`config.mk`:
```
export PLATFORM = sky130hd
export DESIGN_NAME = flush_ctrl
export DESIGN_NICKNAME = d
export VERILOG_FILES = /design/src/rtl/cpu_defs_pkg.sv /design/src/rtl/flush_ctrl_inflight_tracker.sv /design/src/rtl/flush_ctrl.sv
export SDC_FILE = /design/constraint.sdc
export NUM_CORES = 1
export LEC_CHECK = 0
export BUFFER_PORTS_ARGS = -buffer_cell sky130_fd_sc_hd__buf_2
export CAP_MARGIN = 20
export CORE_UTILIZATION = 40
export DETAILED_ROUTE_END_ITERATION = 8
export PLACE_DENSITY = 0.71
export SLEW_MARGIN = 20
export SYNTH_ARGS = -nofsm -noshare
export SYNTH_HDL_FRONTEND = slang
export SYNTH_HIERARCHICAL = 1
export SYNTH_SLANG_ARGS = --single-unit
```
`constraint.sdc`:
```
create_clock -name clk -period 1.7 [get_ports clk]
set_clock_uncertainty 0.2 [all_clocks]
set_input_delay 0.17 -clock clk [delete_from_list [all_inputs] [get_ports clk]]
set_output_delay 0.17 -clock clk [all_outputs]
set_load 0.01 [all_outputs]
```
`src/rtl/cpu_defs_pkg.sv`:
```
// Shared CPU definitions: flush cause codes, redirect FSM encoding and the
// CSR numbers WB uses to pick exception entry points.
package cpu_defs_pkg;

  localparam logic [1:0] FLUSH_CAUSE_NONE    = 2'b00;
  localparam logic [1:0] FLUSH_CAUSE_EX      = 2'b01;
  localparam logic [1:0] FLUSH_CAUSE_ERTN    = 2'b10;
  localparam logic [1:0] FLUSH_CAUSE_REFETCH = 2'b11;

  typedef enum logic {
    IDLE  = 1'b0,
    REDIR = 1'b1
  } flush_state_e;

  localparam logic [13:0] CSR_EENTRY    = 14'hc;
  localparam logic [13:0] CSR_TLBRENTRY = 14'h88;

  // Exception beats ertn, which beats refetch, when several fire together.
  function automatic logic [1:0] flush_cause_sel(input logic ex,
                                                 input logic ertn,
                                                 input logic refetch);
    if (ex)           return FLUSH_CAUSE_EX;
    else if (ertn)    return FLUSH_CAUSE_ERTN;
    else if (refetch) return FLUSH_CAUSE_REFETCH;
    else              return FLUSH_CAUSE_NONE;
  endfunction

endpackage

```
`src/rtl/flush_ctrl_inflight_tracker.sv`:
```
// In-flight inst-fetch bookkeeping: counts every accepted fetch whose data
// has not returned, and how many of those are stale after a flush, so IF
// can discard their responses.
module inflight_tracker
  import cpu_defs_pkg::*;
#(
  parameter int MAX_OUTST = 2,
  parameter int CNT_W     = 2
) (
  input  logic             clk,
  input  logic             resetn,
  input  logic             flush_ev,
  input  logic             inst_sram_req,
  input  logic             inst_sram_addr_ok,
  input  logic             inst_sram_data_ok,
  output logic [CNT_W-1:0] outst_cnt,
  output logic             if_drop_data
);

  // Stale count may reach MAX_OUTST + 1 (full pipe plus a pending request).
  localparam int DROP_W = $clog2(MAX_OUTST + 2);

  logic              addr_acc;
  logic [CNT_W-1:0]  outst_next;
  logic [DROP_W-1:0] drop_cnt;
  logic [DROP_W-1:0] drop_next;
  logic [DROP_W-1:0] flush_sum;
  logic              req_pend_drop;
  logic              pend_next;

  assign addr_acc     = inst_sram_req & inst_sram_addr_ok;
  assign if_drop_data = inst_sram_data_ok & ((drop_cnt != '0) | flush_ev);

  // Next-state computation for both counters and the pending-request flag.
  always_comb begin
    // NOTE: every variable gets a default before any branch, so no path can
    // leave it unassigned and infer a latch; blocking '=' is right here.
    outst_next = outst_cnt;
    drop_next  = drop_cnt;
    flush_sum  = DROP_W'(outst_cnt) + DROP_W'(addr_acc);
    pend_next  = req_pend_drop & ~addr_acc;

    // Saturating in-flight count; a data_ok with nothing outstanding holds 0.
    if (addr_acc && !inst_sram_data_ok && outst_cnt != CNT_W'(MAX_OUTST))
      outst_next = outst_cnt + CNT_W'(1);
    else if (inst_sram_data_ok && !addr_acc && outst_cnt != '0)
      outst_next = outst_cnt - CNT_W'(1);

    // A data_ok in the flush cycle is dropped directly, so it is not counted.
    if (inst_sram_data_ok && flush_sum != '0)
      flush_sum = flush_sum - DROP_W'(1);

    if (flush_ev) begin
      drop_next = flush_sum;
      // A raised but unaccepted req cannot be withdrawn, so it is already stale.
      pend_next = (inst_sram_req & ~inst_sram_addr_ok) | (req_pend_drop & ~addr_acc);
    end else begin
      if (req_pend_drop && addr_acc && drop_cnt != DROP_W'(MAX_OUTST + 1))
        drop_next = drop_next + DROP_W'(1);
      if (inst_sram_data_ok && drop_cnt != '0)
        drop_next = drop_next - DROP_W'(1);
    end
  end

  // Counter and flag registers.
  always_ff @(posedge clk or negedge resetn) begin
    if (!resetn) begin
      outst_cnt     <= '0;
      drop_cnt      <= '0;
      req_pend_drop <= 1'b0;
    end else begin
      // NOTE: sequential state uses non-blocking '<=' so every register
      // samples pre-edge values regardless of statement order.
      outst_cnt     <= outst_next;
      drop_cnt      <= drop_next;
      req_pend_drop <= pend_next;
    end
  end

endmodule

```
`src/rtl/flush_ctrl.sv`:
```
// Pipeline-redirect sequencer between WB and IF: merges WB flush sources
// into a one-cycle flush, holds the redirect target until IF takes it, and
// tells IF which fetch responses are stale.
module flush_ctrl
  import cpu_defs_pkg::*;
#(
  parameter int MAX_OUTST = 2,
  parameter int CNT_W     = 2
) (
  input  logic        clk,
  input  logic        resetn,
  input  logic        wb_ex,
  input  logic        ertn_flush,
  input  logic        wb_refetch_flush,
  input  logic [31:0] wb_flush_entry,
  input  logic        inst_sram_req,
  input  logic        inst_sram_addr_ok,
  input  logic        inst_sram_data_ok,
  input  logic        if_redirect_ack,
  output logic        flush_all,
  output logic [1:0]  flush_cause,
  output logic        redirect_valid,
  output logic [31:0] redirect_pc,
  output logic        if_drop_data,
  output logic        fetch_block
);

  flush_state_e     state;
  logic [CNT_W-1:0] outst_cnt;

  // Flush is combinational and suppressed while reset is held.
  assign flush_all   = (wb_ex | ertn_flush | wb_refetch_flush) & resetn;
  assign flush_cause = flush_all ? flush_cause_sel(wb_ex, ertn_flush, wb_refetch_flush)
                                 : FLUSH_CAUSE_NONE;
  assign fetch_block = (state == REDIR) | (outst_cnt == CNT_W'(MAX_OUTST));

  inflight_tracker #(
    .MAX_OUTST (MAX_OUTST),
    .CNT_W     (CNT_W)
  ) u_tracker (
    .clk               (clk),
    .resetn            (resetn),
    .flush_ev          (flush_all),
    .inst_sram_req     (inst_sram_req),
    .inst_sram_addr_ok (inst_sram_addr_ok),
    .inst_sram_data_ok (inst_sram_data_ok),
    .outst_cnt         (outst_cnt),
    .if_drop_data      (if_drop_data)
  );

  // Redirect FSM; the newest flush always overwrites the pending target.
  always_ff @(posedge clk or negedge resetn) begin
    if (!resetn) begin
      state          <= IDLE;
      redirect_valid <= 1'b0;
      redirect_pc    <= '0;
    end else begin
      case (state)
        IDLE: begin
          if (flush_all) begin
            state          <= REDIR;
            redirect_valid <= 1'b1;
            redirect_pc    <= wb_flush_entry;
          end
        end
        REDIR: begin
          if (flush_all) begin
            redirect_pc <= wb_flush_entry;
          end else if (if_redirect_ack) begin
            state          <= IDLE;
            redirect_valid <= 1'b0;
          end
        end
        default: begin
          state          <= IDLE;
          redirect_valid <= 1'b0;
        end
      endcase
    end
  end

endmodule

```
==> results of run 1 <==
-- stage by stage --
step                cells  hold WS (ps)   util  cell area [sq um]
finish                307          20.5  0.632               2810
detailed placement    263           103  0.533               2370
global placement      263          97.9  0.533               2370
CTS                   307          4.70  0.632               2810
global route          307          29.2  0.632               2810
floorplan             127          -326      -               1890
-- repair_timing --
item / 4_1_cts / 5_1_grt
endpoints found under the setup margin: 2 / 3
resized for setup: 1 / 1
endpoints found under the hold margin: 73 / 0
gates cloned: 0 / 0
buffers inserted: 1 / 0
hold buffers: 35 / 0
-- cells by family (layout without fill, tap and decap cells) --
kind of cell / after synthesis / in the layout / synth area share
flops: 39 / 39 / 0.520
mux: 37 / 37 / 0.271
simple gates: 18 / 18 / 0.0633
compound gates: 16 / 16 / 0.0547
buf+inv: 9 / 137 / 0.0433
xor+xnor: 5 / 5 / 0.0273
fa+ha+maj: 3 / 3 / 0.0200
-- flip-flops by register name, indices dropped and copies added (netlist names), named ones only --
| signal | flops |
|---|---|
| u_tracker/outst_cnt | 2 |
| redirect_pc | 32 |
| u_tracker/drop_cnt | 2 |
| redirect_valid | 1 |
| state | 1 |
-- final cells by class --
| cell class | instances | area, sq um |
|---|---|---|
| Fill cell | 353 | 1640 |
| Sequential cell | 39 | 977 |
| Timing Repair Buffer | 124 | 836 |
| Multi-Input combinational cell | 79 | 831 |
| Clock buffer | 7 | 76.3 |
| Tap cell | 52 | 65.1 |
| Inverter | 5 | 18.8 |
| Clock inverter | 1 | 5.00 |
-- layer usage --
metal / vias up / GRT usage
li1: 694 / -
met1: 691 / 0.246
met2: 56 / 0.286
met3: 8 / 0.0462
met4: 0 / 0.0839
met5: - / 0
-- power by group through the flow --
stage	clock network [mW]	registers [mW]	logic, mW
after floorplan	0	1.20	0.399
after global placement	0	1.15	0.706
after detailed placement	0	1.14	0.725
after CTS	0.626	1.13	0.803
after global routing	0.660	1.15	0.880
final	0.599	1.13	0.805
-- Yosys cell counts (all sizes together) --
| cell | number | area, sq um |
|---|---|---|
| ha | 3 | 37.5 |
| nand2 | 1 | 6.26 |
| o21ai | 2 | 10.0 |
| nand4b | 1 | 15.0 |
| nor3 | 1 | 5.00 |
| o31a | 1 | 8.76 |
| inv | 5 | 18.8 |
| o21a | 2 | 15.0 |
| nand3b | 1 | 7.51 |
| a21boi | 1 | 7.51 |
| mux2i | 4 | 40.0 |
| nand3 | 1 | 5.00 |
| nor2b | 3 | 18.8 |
| xor2 | 3 | 33.8 |
| o221ai | 1 | 8.76 |
| mux2 | 33 | 469 |
| nor2 | 3 | 11.3 |
| or3b | 1 | 8.76 |
| and2b | 1 | 7.51 |
| dfrtp | 39 | 976 |
| a21o | 2 | 15.0 |
| nand4 | 1 | 6.26 |
| buf | 4 | 62.6 |
| nor3b | 1 | 7.51 |
| or2b | 1 | 7.51 |
| a21oi | 6 | 30.0 |
| nand2b | 2 | 12.5 |
| a211oi | 1 | 7.51 |
| xnor2 | 2 | 17.5 |
-- worst paths after layout --
kind / startpoint / to / depth (start not counted)
worst max-delay path: u_tracker/outst_cnt[0]$_DFFE_PN0P_ / u_tracker/drop_cnt[0]$_DFF_PN0_ / 6
worst min-delay path: inst_sram_req / register / 3
worst max register to register: u_tracker/outst_cnt[0]$_DFFE_PN0P_ / u_tracker/drop_cnt[0]$_DFF_PN0_ / 6
worst min register to register: state$_DFF_PN0_ / redirect_valid$_DFFE_PN0P_ / 1
max in group asynchronous: resetn / u_tracker/outst_cnt[0]$_DFFE_PN0P_ / 3
min in group asynchronous: resetn / redirect_pc[20]$_DFFE_PN0P_ / 3
-- tightest hold or removal path, cell delays in order --
cell and delay, ps:
buf_2 120, buf_4 130, a21oi_1 60
==> out/results.ini, run 1 <==
[setup_path]
timing.critical_path.max_delay_family = flip-flops
cp_max_fo = 3
cell_seen_most_often_among_critical_path_stages = xor2_1
critPathRequiredTime_ps = 1690
cpMaxStageDelayCell = dfrtp_2
worstPathArrival_ps = 1750
worstPathBufferInverterCount = 0
critPathLaunchType = register
r2r_slack_ps = -60
worst-setup-path-type = register to register
endpoint_kind = register
max_stage_delay_ps = 410
crit_chain = nand3_2 -> xor2_1 -> ha_2 -> or2b_1 -> xor2_1 -> mux2_2

[clock_tree]
clock_tree.buffer_depth = 2
clock-sinks = 39
insertion_delay_ps = 290
cts-htree-levels = 2
clk_root_buffer_cell = clkbuf_8
clk_pin_slew_worst_paths_ps = 70
cts_tree = built
tritoncts.num_buffers = 5

[placement]
quantity_of_i_o_buffers_inserted_on_ports = 78
hpwl_um = 2480
place_ws_ps = -68.3
gp_congestion = 0.755

[drt]
post_drt_wl_per_cell_um = 13.5
drt_pass1_iterations = 8
topRoutingLayerUsed = met4
route.met3.wl_um = 256
via_count_of_the_routed_design = 1449
ant_nets = 0
wirelength_met1_um = 1910
detail_route.vias_per_cell = 4.72
drc = 8
routed-wl-met2_um = 1910
dr.first_iter.drc_count = 59
drt_wl_total_um = 4150

[floorplanning]
std_cell_rows = 24
die_height_um = 70.5
top_level_ports = 79
die-width_um = 70.5
core_sq_mm = 0.00444
die_area_sq_mm = 0.00497
floorplan.initialDensity = 0.422

[synthesis]
yosys_register_bits = 39
post_synth_inst_count = 127
synth_area_sq_mm = 0.00188
netlist-cell-type-count = 32
postSynthNetCount = 171
portion_of_the_post_synthesis_area_used_by_sequential_elements = 0.520
syn_avg_cell_area_sq_um = 14.8
ys_warn_count = 6

[sta]
tightest_slew_ps = 494
max_freq_mhz = 567
report.final.hold_viol_count = 0
timing.final.setup_violations = 1
final.min_clock_period_ps = 1760
final_critical_path_setup_slack_ps = -62.3
setup_tns_ps = -62.3
number_of_max_slew_violations_in_the_final_report = 0
setup_repair_after_global_routing_missed_its_margin = yes
slew_headroom = 0.670
final.period_utilization = 1.04

[cells_and_area]
areaGrowthSynthToFinish_pct = 49.7
antenna_cell_count = 0
final_layout_size_suffix_gt1_frac = 0.533
mostFrequentLayoutCell = buf_2
layout.cells.most_common_list = buf_2 (78), dfrtp_1 (38), dlygate4sd3_1 (35)
design.final.nets = 298

[global_routing]
globalRoute.totalOverflow = 0
grtUsageTotal = 0.185
vias_in_the_first_global_route = 1502
grt_pass1_wl_um = 7050
grt_start_max_net_pins = 40
grt_antenna_before_repair = 0

[power_and_ir_drop]
seq_power_share = 0.447
ir_drop_uv = 546
power_mw = 2.54
internal_power_mw = 1.81
cellPowerDensity_mw_per_mm2 = 903
leakage_nw = 1.43
comb_power_share = 0.317
clock_power_share = 0.236
p_sw_uw = 722
power.share.switching = 0.285

[hold_path]
class_of_the_tightest_hold_or_removal_check = primary input to register

[outcome]
outcome = finished, violations left
failed_checks = design-rule violations, negative setup slack

[flow_run]
cap_viol_max_count = 0

(Power assumes the default switching activity.)
==> run 2, diff against run 1 <==
--- a/config.mk
+++ b/config.mk
@@ -10,6 +10,7 @@
 export CORE_UTILIZATION = 40
 export DETAILED_ROUTE_END_ITERATION = 8
 export PLACE_DENSITY = 0.71
+export RECOVER_POWER = 25
 export SLEW_MARGIN = 20
 export SYNTH_ARGS = -nofsm -noshare
 export SYNTH_HDL_FRONTEND = slang
==> out/results.ini, run 2 (synthesized netlist as in run 1, its figures left out) <==
[setup_path]
cp_max_fo = 3  ; unchanged
r2r_slack_ps = -60  ; about the same
cpMaxStageDelayCell = dfrtp_2  ; unchanged
worstPathArrival_ps = 1740  ; was 1750 ps
crit_chain = nand3_2 -> xor2_1 -> ha_2 -> or2b_1 -> xor2_1 -> mux2_2  ; unchanged
endpoint_kind = register  ; unchanged
max_stage_delay_ps = 400  ; was 410 ps
worstPathBufferInverterCount = 0  ; unchanged
worst-setup-path-type = register to register  ; unchanged
cell_seen_most_often_among_critical_path_stages = xor2_1  ; unchanged
critPathRequiredTime_ps = 1680  ; was 1690 ps
critPathLaunchType = register  ; unchanged
timing.critical_path.max_delay_family = flip-flops  ; unchanged

[cells_and_area]
registers.top_by_ff_count = redirect_pc  ; unchanged
layout.cells.most_common_list = buf_2 (75), dfrtp_1 (38), dlygate4sd3_1 (35)  ; was buf_2 (78), dfrtp_1 (38), dlygate4sd3_1 (35)
final_layout_size_suffix_gt1_frac = 0.514  ; was 0.533
mostFrequentLayoutCell = buf_2  ; unchanged
fin_area_sq_mm = 0.00279  ; was 0.00281 sq mm
design.final.nets = 298  ; unchanged
antenna_cell_count = 0  ; unchanged
areaGrowthSynthToFinish_pct = 48.4  ; was 49.7%
largest_registers = redirect_pc x32, u_tracker/drop_cnt x2, u_tracker/outst_cnt x2  ; unchanged
nFillCells = 359  ; was 353
finalCoreUtilization = 0.627  ; was 0.632
largest_reg_flops = 32  ; unchanged

[clock_tree]
cts-htree-levels = 2  ; unchanged
clk_pin_slew_worst_paths_ps = 70  ; about the same
insertion_delay_ps = 290  ; about the same
clock-sinks = 39  ; unchanged
clk_root_buffer_cell = clkbuf_8  ; unchanged
cts_tree = built  ; unchanged
clock_tree.buffer_depth = 2  ; unchanged
tritoncts.num_buffers = 5  ; unchanged

[sta]
hold-worst-slack_ps = 23.6  ; was 20.5 ps
final.period_utilization = 1.04  ; about the same
number_of_max_slew_violations_in_the_final_report = 0  ; unchanged
setup_repair_after_global_routing_missed_its_margin = yes  ; unchanged
slew_headroom = 0.422  ; was 0.670
tightest_slew_ps = 867  ; was 494 ps
final.min_clock_period_ps = 1760  ; about the same
max_freq_mhz = 568  ; was 567 MHz
final_critical_path_setup_slack_ps = -61.1  ; was -62.3 ps
report.final.hold_viol_count = 0  ; unchanged
timing.final.setup_violations = 1  ; unchanged
setup_tns_ps = -61.1  ; was -62.3 ps

[power_and_ir_drop]
clock_power_share = 0.236  ; about the same
comb_power_share = 0.315  ; was 0.317
ir_drop_uv = 548  ; was 546 uV
seq_power_share = 0.448  ; was 0.447
leakage_nw = 1.41  ; was 1.43 nW
internal_power_mw = 1.81  ; about the same
p_sw_uw = 718  ; was 722 uW
cellPowerDensity_mw_per_mm2 = 907  ; was 903 mW/mm^2
power.share.switching = 0.284  ; was 0.285

[placement]
gp_congestion = 0.755  ; unchanged
place_ws_ps = -68.3  ; unchanged
quantity_of_i_o_buffers_inserted_on_ports = 78  ; unchanged
hpwl_um = 2480  ; unchanged
postPlaceCellArea_sq_mm = 0.00237  ; unchanged

[global_routing]
vias_in_the_first_global_route = 1502  ; unchanged
grt_pass1_wl_um = 7050  ; unchanged
grt_start_max_net_pins = 40  ; unchanged
grtUsageTotal = 0.185  ; unchanged
grt_antenna_before_repair = 0  ; unchanged
globalRoute.totalOverflow = 0  ; unchanged

[floorplanning]
die_height_um = 70.5  ; unchanged
std_cell_rows = 24  ; unchanged
top_level_ports = 79  ; unchanged
floorplan.initialDensity = 0.422  ; unchanged
die-width_um = 70.5  ; unchanged
die_area_sq_mm = 0.00497  ; unchanged
core_sq_mm = 0.00444  ; unchanged

[flow_run]
cap_viol_max_count = 0  ; unchanged

[drt]
ant_nets = 0  ; unchanged
detail_route.vias_per_cell = 4.72  ; about the same
post_drt_wl_per_cell_um = 13.5  ; about the same
dr.first_iter.drc_count = 59  ; unchanged
drt_wl_total_um = 4150  ; about the same
via_count_of_the_routed_design = 1450  ; was 1449
drc = 8  ; unchanged
drt_pass1_iterations = 8  ; unchanged

[outcome]
outcome = finished, violations left  ; unchanged
failed_checks = design-rule violations, negative setup slack  ; unchanged

[hold_path]
class_of_the_tightest_hold_or_removal_check = primary input to register  ; unchanged

==> run 2: metal layers <==
layer / global-route usage / wire length (um)
met4: 0.0839 / 81
met5: 0 / 0
met2: 0.286 / 1890
met3: 0.0462 / 258
met1: 0.246 / 1920
==> run 2: worst paths after layout <==
check	depth (start not counted)	startpoint	end
worst max register to register	6	u_tracker/outst_cnt[0]$_DFFE_PN0P_	u_tracker/drop_cnt[0]$_DFF_PN0_
min in group asynchronous	3	resetn	redirect_pc[20]$_DFFE_PN0P_
worst max-delay path	6	u_tracker/outst_cnt[0]$_DFFE_PN0P_	u_tracker/drop_cnt[0]$_DFF_PN0_
max in group asynchronous	3	resetn	u_tracker/outst_cnt[0]$_DFFE_PN0P_
worst min-delay path	3	inst_sram_req	register
worst min register to register	1	state$_DFF_PN0_	redirect_valid$_DFFE_PN0P_
==> run 2: power by group through the flow <==
stage,Clock [mW],Combinational [mW],Sequential (mW)
6_report,0.596,0.797,1.13
3_5_place_dp,0,0.725,1.14
5_1_grt,0.660,0.873,1.15
3_3_place_gp,0,0.706,1.15
2_1_floorplan,0,0.399,1.20
4_1_cts,0.626,0.803,1.13
==> run 2: layout make-up <==
cell class              instances  area [sq um]  area share
repair buffers                124           812       0.292
flip-flops and latches         39           977       0.351
clock buffers                   7          76.3      0.0274
clock inverters                 1          5.00     0.00180
inverters                       5          18.8     0.00674
multi-input cells              79           831       0.298
well taps                      52          65.1      0.0234
==> run 2: timing repair <==
| item | 4_1_cts | 5_1_grt |
|---|---|---|
| hold buffers | 35 | 0 |
| hold endpoints to repair | 73 | 0 |
| resized for setup | 1 | 1 |
| endpoints found under the setup margin | 2 | 3 |
| setup buffers | 1 | 0 |
==> run 2: worst reg2reg max path: cells and delay by family, from the launching register on <==
family / cells / cell delay (ps)
XOR/XNOR: 2 / 310
flip-flops: 1 / 400
multiplexers: 1 / 250
adder cells (fa/ha/maj): 1 / 170
AND/OR/NAND/NOR: 2 / 320
==> run 2: per-stage QoR <==
step	instances	total power, mW
detailed placement	263	1.87
CTS	307	2.56
global route	307	2.68
floorplan	127	1.60
global placement	263	1.85
finish	307	2.53
==> run 3, diff against run 2 <==
--- a/config.mk
+++ b/config.mk
@@ -9,10 +9,9 @@
 export CAP_MARGIN = 20
 export CORE_UTILIZATION = 40
 export DETAILED_ROUTE_END_ITERATION = 8
-export PLACE_DENSITY = 0.71
+export PLACE_DENSITY = 0.72
 export RECOVER_POWER = 25
 export SLEW_MARGIN = 20
 export SYNTH_ARGS = -nofsm -noshare
 export SYNTH_HDL_FRONTEND = slang
-export SYNTH_HIERARCHICAL = 1
 export SYNTH_SLANG_ARGS = --single-unit
==> out/results.ini, run 3 <==
[synthesis]
async_set_reset_flop_share_out_of_synthesis = 1.00  ; unchanged
portion_of_the_post_synthesis_area_used_by_sequential_elements = 0.555  ; was 0.520
most_instantiated_library_cell_after_synthesis = nand2_1  ; was dfrtp_1
syn_avg_cell_area_sq_um = 9.07  ; was 14.8 sq um
synth_area_sq_mm = 0.00176  ; was 0.00188 sq mm
synth_top_flop_cell = dfrtp_1  ; unchanged
postSynthNetCount = 238  ; was 171
ranking_of_synthesized_cells_by_instance_count = nand2_1 (99), dfrtp_1 (39), a21oi_1 (7)  ; was dfrtp_1 (39), mux2_4 (26), mux2_2 (7)
ys_warn_count = 0  ; was 6
synthDominantCellAreaShare = 0.555  ; was 0.520
netlist-cell-type-count = 35  ; was 32
synth-edff-count = 0  ; unchanged
post-synth-top-area-cell = dfrtp_1  ; unchanged
post_synth_inst_count = 194  ; was 127
synthTopCellsByArea = dfrtp_1 (55%), nand2_1 (21%), ha_1 (2.1%), a21oi_1 (2.0%), buf_6 (1.9%)  ; was dfrtp_1 (52%), mux2_4 (21%), mux2_2 (4.2%), buf_12 (2.1%), mux2i_1 (2.1%)
yosys_register_bits = 39  ; unchanged

[hold_path]
launch_instance_of_the_worst_min_delay_path = inst_sram_data_ok  ; was inst_sram_req
class_of_the_tightest_hold_or_removal_check = primary input to register  ; unchanged
worstHoldPathCells = 3  ; unchanged
hold-path-endpoint = u_tracker.outst_cnt[0]$_DFFE_PN0P_

[power_and_ir_drop]
power.share.switching = 0.309  ; was 0.284
internal_power_mw = 1.83  ; was 1.81 mW
ir_drop_uv = 417  ; was 548 uV
clock_power_share = 0.222  ; was 0.236
cellPowerDensity_mw_per_mm2 = 936  ; was 907 mW/mm^2
p_sw_uw = 816  ; was 718 uW
comb_power_share = 0.353  ; was 0.315
seq_power_share = 0.425  ; was 0.448
leakage_nw = 1.52  ; was 1.41 nW

[setup_path]
cpMaxStageDelayCell = dfrtp_1  ; was dfrtp_2
critPathRequiredTime_ps = 1710  ; was 1680 ps
max_stage_delay_ps = 420  ; was 400 ps
timing.critical_path.max_delay_family = flip-flops  ; unchanged
regToRegEndpoint = u_tracker.drop_cnt[1]$_DFF_PN0_  ; was u_tracker/drop_cnt[0]$_DFF_PN0_
r2r_slack_ps = -40  ; was -60 ps
worstPathBufferInverterCount = 0  ; unchanged
crit_chain = nand3_2 -> xor2_2 -> ha_2 -> nand2b_4 -> mux2_4 -> o22ai_2  ; was nand3_2 -> xor2_1 -> ha_2 -> or2b_1 -> xor2_1 -> mux2_2
worstPathArrival_ps = 1750  ; was 1740 ps
cp_max_fo = 3  ; unchanged
worst-setup-path-type = register to register  ; unchanged
worst_r2r_path_depth = 6  ; unchanged
timing.rr.start = u_tracker.outst_cnt[0]$_DFFE_PN0P_  ; was u_tracker/outst_cnt[0]$_DFFE_PN0P_
critPathLaunchType = register  ; unchanged
endpoint_kind = register  ; unchanged

[cells_and_area]
registers.top_by_ff_count = redirect_pc  ; unchanged
largest_reg_flops = 32  ; unchanged
design.final.nets = 372  ; was 298
largest_registers = redirect_pc x32, u_tracker.drop_cnt x2, u_tracker.outst_cnt x2  ; was redirect_pc x32, u_tracker/drop_cnt x2, u_tracker/outst_cnt x2
areaGrowthSynthToFinish_pct = 60.4  ; was 48.4%
finalCoreUtilization = 0.686  ; was 0.627
final_layout_size_suffix_gt1_frac = 0.356  ; was 0.514
layout.cells.most_common_list = nand2_1 (99), buf_2 (74), dfrtp_1 (39)  ; was buf_2 (75), dfrtp_1 (38), dlygate4sd3_1 (35)
sequential_cell_area_sq_um = 976  ; was 977 sq um
antenna_cell_count = 0  ; unchanged
fin_area_sq_mm = 0.00282  ; was 0.00279 sq mm
area_of_the_multi_input_gates_sq_um = 779  ; was 831 sq um
nFillCells = 357  ; was 359
mostFrequentLayoutCell = nand2_1  ; was buf_2

[sta]
report.final.hold_viol_count = 0  ; unchanged
final_critical_path_setup_slack_ps = -35.1  ; was -61.1 ps
slew_headroom = 0.547  ; was 0.422
setup_tns_ps = -35.1  ; was -61.1 ps
setup_repair_after_global_routing_missed_its_margin = yes  ; unchanged
final.min_clock_period_ps = 1740  ; was 1760 ps
max_freq_mhz = 576  ; was 568 MHz
hold-worst-slack_ps = 123  ; was 23.6 ps
tightest_slew_ps = 679  ; was 867 ps
timing.final.setup_violations = 1  ; unchanged
number_of_max_slew_violations_in_the_final_report = 0  ; unchanged
final.period_utilization = 1.02  ; was 1.04

[drt]
routed-wl-met2_um = 2470  ; was 1890 um
drt_wl_total_um = 4620  ; was 4150 um
via_count_of_the_routed_design = 1731  ; was 1450
route.met3.wl_um = 176  ; was 258 um
post_drt_wl_per_cell_um = 12.2  ; was 13.5 um
wirelength_met1_um = 1920  ; about the same
drc = 0  ; was 8
dr.first_iter.drc_count = 62  ; was 59
detail_route.vias_per_cell = 4.57  ; was 4.72
topRoutingLayerUsed = met4  ; unchanged
drt_pass1_iterations = 4  ; was 8
ant_nets = 0  ; unchanged

[floorplanning]
top_level_ports = 79  ; unchanged
die-width_um = 68.3  ; was 70.5 um
core_sq_mm = 0.00412  ; was 0.00444 sq mm
floorplan.initialDensity = 0.427  ; was 0.422
std_cell_rows = 23  ; was 24
die_area_sq_mm = 0.00467  ; was 0.00497 sq mm
die_height_um = 68.3  ; was 70.5 um

[clock_tree]
clock_tree.buffer_depth = 2  ; unchanged
clock-sinks = 39  ; unchanged
tritoncts.num_buffers = 5  ; unchanged
clk_pin_slew_worst_paths_ps = 70  ; about the same
cts-htree-levels = 2  ; unchanged
insertion_delay_ps = 280  ; was 290 ps
clk_root_buffer_cell = clkbuf_8  ; unchanged
cts_tree = built  ; unchanged

[global_routing]
grt_start_max_net_pins = 40  ; unchanged
grt_antenna_before_repair = 0  ; unchanged
globalRoute.totalOverflow = 0  ; unchanged
vias_in_the_first_global_route = 1685  ; was 1502
grt_pass1_wl_um = 7050  ; unchanged
grtUsageTotal = 0.209  ; was 0.185

[placement]
gp_congestion = 0.862  ; was 0.755
quantity_of_i_o_buffers_inserted_on_ports = 78  ; unchanged
hpwl_um = 2870  ; was 2480 um
postPlaceCellArea_sq_mm = 0.00229  ; was 0.00237 sq mm

[flow_run]
cap_viol_max_count = 0  ; unchanged

[outcome]
failed_checks = negative setup slack  ; was design-rule violations, negative setup slack
outcome = finished, violations left  ; unchanged

-- run 3: changes by cell type in the layout (fill, tap and decap cells not counted), sizes merged, moves of 2 or more --
cell	change
a21o	-2
nand2	+98
mux2	-32
buf	+10
mux2i	-3
-- run 3: worst max path at each step --
stage,startpoint,end,cells past startpoint
2_1_floorplan,u_tracker.outst_cnt[0]$_DFFE_PN0P_,u_tracker.drop_cnt[1]$_DFF_PN0_,6
4_1_cts,u_tracker.outst_cnt[0]$_DFFE_PN0P_,u_tracker.drop_cnt[1]$_DFF_PN0_,6
3_5_place_dp,u_tracker.drop_cnt[0]$_DFF_PN0_,u_tracker.drop_cnt[1]$_DFF_PN0_,6
5_1_grt,u_tracker.outst_cnt[0]$_DFFE_PN0P_,u_tracker.drop_cnt[1]$_DFF_PN0_,6
3_3_place_gp,u_tracker.drop_cnt[0]$_DFF_PN0_,u_tracker.drop_cnt[1]$_DFF_PN0_,6
6_report,u_tracker.outst_cnt[0]$_DFFE_PN0P_,u_tracker.drop_cnt[1]$_DFF_PN0_,6
-- run 3: cells by family after synthesis --
family          share of synthesized area
simple gates                        0.272
buf+inv                            0.0434
fa+ha+maj                          0.0213
mux                                0.0142
xor+xnor                           0.0249
compound gates                     0.0690
flops                               0.555
-- run 3: layer usage --
layer	vias up	GRT usage
met5	-	0
li1	881	-
met3	5	0.0417
met4	0	0.0703
met1	794	0.215
met2	51	0.411
-- run 3: power by group through the flow --
stage	sequential [mW]	clock, mW	combinational, mW
after floorplan	1.18	0	0.385
after global placement	1.13	0	0.714
after detailed placement	1.13	0	0.741
after CTS	1.12	0.614	0.861
after global routing	1.14	0.645	1.02
final	1.12	0.586	0.933
-- run 3: cell type report --
| class | instances | share of cell area |
|---|---|---|
| flip-flops and latches | 39 | 0.346 |
| repair buffers | 134 | 0.319 |
| multi-input cells | 142 | 0.276 |
| clock buffers | 7 | 0.0271 |
| well taps | 50 | 0.0222 |
| inverters | 6 | 0.00798 |
| clock inverters | 1 | 0.00177 |
-- run 3: what timing repair did --
item                                    CTS  global route
pin swaps                                 0             1
endpoints found under the setup margin    3             3
hold endpoints to repair                 74             0
hold buffers                             36             0
cloned                                    0             0
setup buffers                             3             2
gates resized for setup                   6             8
-- run 3: through the flow --
| stage | instances | setup WS, ps | power [mW] |
|---|---|---|---|
| floorplan | 194 | 12.2 | 1.56 |
| finish | 379 | -35.1 | 2.64 |
| detailed placement | 330 | -56.5 | 1.88 |
| global placement | 330 | 21.0 | 1.85 |
| global route | 379 | -87.9 | 2.81 |
| CTS | 377 | -17.9 | 2.59 |
-- run 3: tightest hold or removal path, cell delays in order --
cell      delay, ps
buf_2           180
a211oi_1        100
a21oi_1         120
